`src/rtl/rv32_mem_arbiter.sv`:
```
// Shares one external memory port between instruction fetch and data access.
// Data has priority, fetch is forced after STARVE_LIMIT back-to-back data grants.
module rv32_mem_arbiter #(
  parameter int STARVE_LIMIT   = 4,
  parameter int TIMEOUT_CYCLES = 0
) (
  input  logic        clk,
  input  logic        reset,
  input  logic        instr_read_in,
  input  logic [31:0] instr_address_in,
  output logic [31:0] instr_read_value_out,
  output logic        instr_ready_out,
  input  logic        data_read_in,
  input  logic        data_write_in,
  input  logic [3:0]  data_write_mask_in,
  input  logic [31:0] data_address_in,
  input  logic [31:0] data_write_value_in,
  output logic [31:0] data_read_value_out,
  output logic        data_ready_out,
  output logic        bus_error_out,
  output logic        mem_read_out,
  output logic        mem_write_out,
  output logic [3:0]  mem_write_mask_out,
  output logic [31:0] mem_address_out,
  output logic [31:0] mem_write_value_out,
  input  logic [31:0] mem_read_value_in,
  input  logic        mem_ready_in
);

  typedef enum logic [1:0] {IDLE, BUSY_INSTR, BUSY_DATA} state_t;

  localparam bit WDOG_EN = (TIMEOUT_CYCLES > 0);

  state_t      state, state_next;
  logic [31:0] starve_count, starve_count_next;
  logic [31:0] timer, timer_next;
  logic        data_req, busy, timeout, finish;
  logic        grant_data, grant_instr;

  always_comb begin
    data_req    = data_read_in | data_write_in;
    busy        = (state != IDLE);
    timeout     = WDOG_EN && busy && !mem_ready_in && (timer == 32'(TIMEOUT_CYCLES));
    finish      = busy && (mem_ready_in || timeout);
    // Fetch overrides data only once the starvation budget is spent.
    grant_data  = (state == IDLE) && data_req &&
                  !(instr_read_in && (starve_count >= 32'(STARVE_LIMIT)));
    grant_instr = (state == IDLE) && instr_read_in && !grant_data;
  end

  always_comb begin
    state_next        = state;
    starve_count_next = starve_count;
    timer_next        = timer;
    case (state)
      IDLE: begin
        if (grant_data) begin
          state_next        = BUSY_DATA;
          timer_next        = '0;
          starve_count_next = instr_read_in ? starve_count + 32'd1 : '0;
        end else if (grant_instr) begin
          state_next        = BUSY_INSTR;
          timer_next        = '0;
          starve_count_next = '0;
        end
      end
      default: begin
        if (finish) begin
          state_next = IDLE;
        end else if (WDOG_EN) begin
          timer_next = timer + 32'd1;
        end
      end
    endcase
  end

  always_comb begin
    instr_ready_out      = (state == BUSY_INSTR) && finish;
    data_ready_out       = (state == BUSY_DATA) && finish;
    bus_error_out        = timeout;
    instr_read_value_out = ((state == BUSY_INSTR) && mem_ready_in) ? mem_read_value_in : '0;
    data_read_value_out  = ((state == BUSY_DATA) && mem_ready_in) ? mem_read_value_in : '0;
  end

  always_ff @(posedge clk) begin
    if (reset) begin
      state               <= IDLE;
      starve_count        <= '0;
      timer               <= '0;
      mem_read_out        <= 1'b0;
      mem_write_out       <= 1'b0;
      mem_write_mask_out  <= '0;
      mem_address_out     <= '0;
      mem_write_value_out <= '0;
    end else begin
      state        <= state_next;
      starve_count <= starve_count_next;
      timer        <= timer_next;
      if (grant_data) begin
        // A simultaneous read and write is issued as a write.
        mem_read_out        <= data_read_in & ~data_write_in;
        mem_write_out       <= data_write_in;
        mem_write_mask_out  <= data_write_mask_in;
        mem_address_out     <= data_address_in;
        mem_write_value_out <= data_write_value_in;
      end else if (grant_instr) begin
        mem_read_out        <= 1'b1;
        mem_write_out       <= 1'b0;
        mem_write_mask_out  <= '0;
        mem_address_out     <= instr_address_in;
      end else if (finish) begin
        mem_read_out        <= 1'b0;
        mem_write_out       <= 1'b0;
        mem_write_mask_out  <= '0;
      end
    end
  end

endmodule

```
`config.mk`:
```
export PLATFORM = sky130hd
export DESIGN_NAME = rv32_mem_arbiter
export DESIGN_NICKNAME = d
export VERILOG_FILES = /design/src/rtl/rv32_mem_arbiter.sv
export SDC_FILE = /design/constraint.sdc
export NUM_CORES = 1
export LEC_CHECK = 0
export CORE_MARGIN = 3
export CORE_UTILIZATION = 46
export DETAILED_ROUTE_END_ITERATION = 8
export PLACE_DENSITY = 0.86
export SYNTH_ARGS = -nofsm -noshare
export SYNTH_HDL_FRONTEND = slang
export SYNTH_SLANG_ARGS = --single-unit
```
`constraint.sdc`:
```
create_clock -name clk -period 2.91 [get_ports clk]
set_input_delay 0.582 -clock clk [delete_from_list [all_inputs] [get_ports clk]]
set_output_delay 0.582 -clock clk [all_outputs]
set_load 0.03 [all_outputs]
```
* After elaboration in Yosys (flattened, before gate mapping)
Cells that the tools add are included. W data, S select, Z words.
Word-level totals: word-level logic and storage cells 53, flip-flop bits (word level) 104
Cells by class: bitwise gates (word level) 3, $add $sub $neg 1, reductions and logical operators 19, equality and inequality tests 3, order comparisons 1, mux-type cells 19
Operators with widths (number):
- $mux W32 | 7
- $add A32 B1 Y32 const B | 1
- $ge A32 B3 Y1 const B | 1
- $mux W4 | 3
- $logic_and A1 B1 Y1 | 10
- $mux W2 | 4
- $reduce_bool A2 Y1 | 3
- $mux W1 | 5
- $reduce_and A2 Y1 | 2
- $ne A3 B3 Y1 const B | 1
- $reduce_bool A3 Y1 | 1
- $eq A2 B1 Y1 const B | 1
- $eq A2 B2 Y1 const B | 1
- $logic_not A1 Y1 | 2
- $logic_not A2 Y1 | 1
- $and A1 B1 Y1 | 1
- $not A1 Y1 | 1
- $or A1 B1 Y1 | 1

* Depth between registers and ports, before layout
depth after elaboration 9, depth in mapped cells 7, mapped depth without buffers 4

* Worst setup path before layout
No wires, ideal clock.
path kind input to output, start point input mem_ready_in, end point output instr_read_value_out[22], data required time 2328 ps, data arrival time 1622 ps, path buffers 1, cell stages on the path 4, path slack 706 ps, cell sequence nand2_1 > nor2_1 > clkbuf_1 > and2_1
On the way: longest elaborated chain between the ends 2
Ends and longest elaborated chain:
- start: declaration | RTL line 27 | input logic mem_ready_in
- $logic_and A1 B1 Y1 | RTL line 81 | instr_read_value_out = ((state == BUSY_INSTR) && mem_ready_in) ? mem_read_value_in : '0;
- $mux W32 | RTL line 81
- end: declaration | RTL line 11 | output logic [31:0] instr_read_value_out,
Every way passes these cells.

* Worst setup path in the final report
start point input mem_ready_in, end point output data_read_value_out[10]
On the way: longest elaborated chain between the ends 2
Ends and longest elaborated chain:
- $logic_and A1 B1 Y1 | RTL line 82 | data_read_value_out = ((state == BUSY_DATA) && mem_ready_in) ? mem_read_value_in : '0;
- $mux W32 | RTL line 82
- end: declaration | RTL line 18 | output logic [31:0] data_read_value_out,
Every way passes these cells.

==> metrics.txt <==
main area contributors after synthesis=dfxtp_1 (34%), nor4_1 (7.3%), and2_1 (6.6%); first-pass GRT wire length=33.4 mm; Distinct cells, synth=39; total CTS buffers=9; Slew HR=a little over half; clock skew=0.00804 ns; Routed WL per cell=~19 um; Synth top area share=34.1%; Power Density=472 nW/um^2; Setup CP Type=in -> out; top-count cell post-synth=dfxtp_1; fmax=389 MHz; Buffers on Ports=~270; complex-gate fraction of the synthesized area=between 30% and 40%; Synth warnings=0; hold_sp=starve_count[24]; reg2reg end=mem_write_mask_out[3]; H-Tree Depth=3; root buffer cell=clkbuf_16; clock-pin slew on the worst setup and hold paths=about 0.08 ns; Setup crit end kind=output pin; Site Rows=41; CTS resizes=0; Seq cells post-synth=104; share of layout cells above drive strength 1=13.1%; Seq/Total Area, Yosys=between 30% and 40%; CTS Hold Bufs=0; post-synth top area cell=dfxtp_1; drt first pass iters=5; CTS Sinks=roughly 100; initial antenna violation count=3; CP Max Fanout=33; mux cell area share after synthesis=0%; Post-CTS Setup Repair Bufs=0; num ports=about 280; Worst-Margin Slew=around 0.68 ns; Synth Area in Adders=0.410%; Total GRT Usage=27.8%; Worst-Skew Late Latency=0.36 ns; status=complete, no violations; Placed Cells=1104; initial core utilization=47.8%; final hold vios=0; flop2flop setup slack=0.79 ns; RR Startpoint=starve_count[28]; WP data required=2.33 ns; Crit. Startpoint=mem_ready_in; largest net degree at the start of global routing=67; Simple-Gate Fraction of Synth Area=26.2%; area delta synth->final=47.3%; kind of path behind the tightest hold check=reg -> reg; Setup TNS=0 ns; total power draw=4250 uW; Post-Syn Area=6100 um^2; top_reg_cell synth=dfxtp_1; Vias=7048; Vias/cell=about 6.3; Syn Inst Count=730; final cell count without fillers=between 1000 and 1500; Clock Path Buffers=2; die area=14700 um^2; DRT antenna net count=0; Pleak=0.00326 uW; peak supply drop=approximately 0.00032 V; maximum capacitance violations=0; DRT iter0 DRCs=between 600 and 700; max-slew violations=0; async set or reset register ratio after synthesis=0%; Remaining DRCs=0; Finish-stage setup viols=0; fin crit period=about 2.6 ns; R2R depth=5; Worst Path Arrival=roughly 2.0 ns; main combinational cell family by area after synthesis=compound AO/OA/AOI/OAI gates; Syn Area/Cell=around 8.4 um^2; Setup crit end=data_read_value_out[10]; EDFF count, synth=0; Core ar.=around 13000 um^2; vias in the first global route=6363; Synth Net Count=a little under 900; RSZ-0062 raised after global routing=false; most instantiated cells after synthesis=dfxtp_1 (104), nor4_1 (71), and2_1 (64), clkbuf_1 (64), nand2_1 (54); startpoint types=primary input; routability congestion estimate=just over 0.8; final wirelength=21.8 mm; HPWL Detailed=14.8 mm; Total Nets Final=1083; final critical-path share of the clock period=88.3%; Remaining Overflow, GRT=0; Synth Area in XOR/XNOR=0%; CTS tree=built; die height=121 um; Die X=roughly 120 um
## worst max-delay path, cell delays in order
cell	delay [ns]
clkdlybuf4s50_1	0.62
and3b_1	0.20
buf_4	0.25
and2_1	0.18
buf_4	0.16
## registers in the layout (all words and copies together) (netlist names)
signal	count
mem_address_out	32
mem_write_value_out	32
starve_count	32
mem_write_mask_out	4
state	2
mem_read_out	1
mem_write_out	1
## metrics by stage
step,worst slack (ns),util (%),area (um^2),hold WS [ns]
after floorplan,0.706,-,6100,0.412
after global placement,0.377,68.2,8710,0.419
after detailed placement,0.343,68.2,8710,0.422
after CTS,0.343,70.3,8990,0.436
after global routing,0.208,70.4,8990,0.462
final,0.340,70.4,8990,0.437
## per-layer routing
metal	vias to the layer above	global-route usage [%]	routed length, um
li1	3328	-	-
met1	3311	35.4	8550
met2	364	44.3	10500
met3	43	7.97	2120
met4	2	11.3	634
met5	-	0	9
## power by group
| group | switching, uW | leakage, uW | internal, uW | total (uW) |
|---|---|---|---|---|
| Combinational | 817 | 0.00226 | 623 | 1440 |
| Sequential | 84.7 | 0.000855 | 1550 | 1630 |
| Clock | 582 | 0.000137 | 590 | 1170 |
| Total | 1480 | 0.00326 | 2760 | 4250 |
## area by class of cell
type	count	area, um^2
fillers	1062	3780
multi-input cells	519	3550
repair buffers	305	2840
flip-flops and latches	104	2080
clock buffers	9	225
well taps	172	215
clock inverters	6	52.6
inverters	4	17.5
diodes	2	5.00
## how the worst min path moves through the flow
stage | depth (start not counted) | slack [ns] | to
finish | 2 | 0.44 | starve_count[24]
CTS | 2 | 0.44 | starve_count[21]
detailed placement | 2 | 0.42 | starve_count[22]
global route | 2 | 0.46 | starve_count[15]
global placement | 2 | 0.42 | starve_count[21]
floorplan | 2 | 0.41 | starve_count[15]
## cells by family (layout without fill, tap and decap cells)
family / after synthesis / count (layout)
AO/OA/AOI/OAI: 227 / 227
adder cells (fa/ha/maj): 2 / 2
buffers and inverters: 107 / 324
flip-flops: 104 / 104
other: 1 / 3
AND/OR/NAND/NOR: 289 / 289
## layout by cell type, fill, tap and decap left out, types with 9 or more instances in the layout
cell	Yosys	final
clkdlybuf4s50_1	0	206
dfxtp_1	104	104
buf_4	2	95
nor4_1	71	71
and2_1	64	64
nand2_1	54	53
nor2_1	40	39
a31oi_1	34	34
nand2b_1	33	33
o41a_1	32	32
o221ai_1	32	32
a311oi_1	32	32
o2111ai_1	32	32
o311ai_1	32	32
a21oi_1	20	20
and3_1	12	12
clkbuf_16	0	9
(Power assumes the default switching activity.)
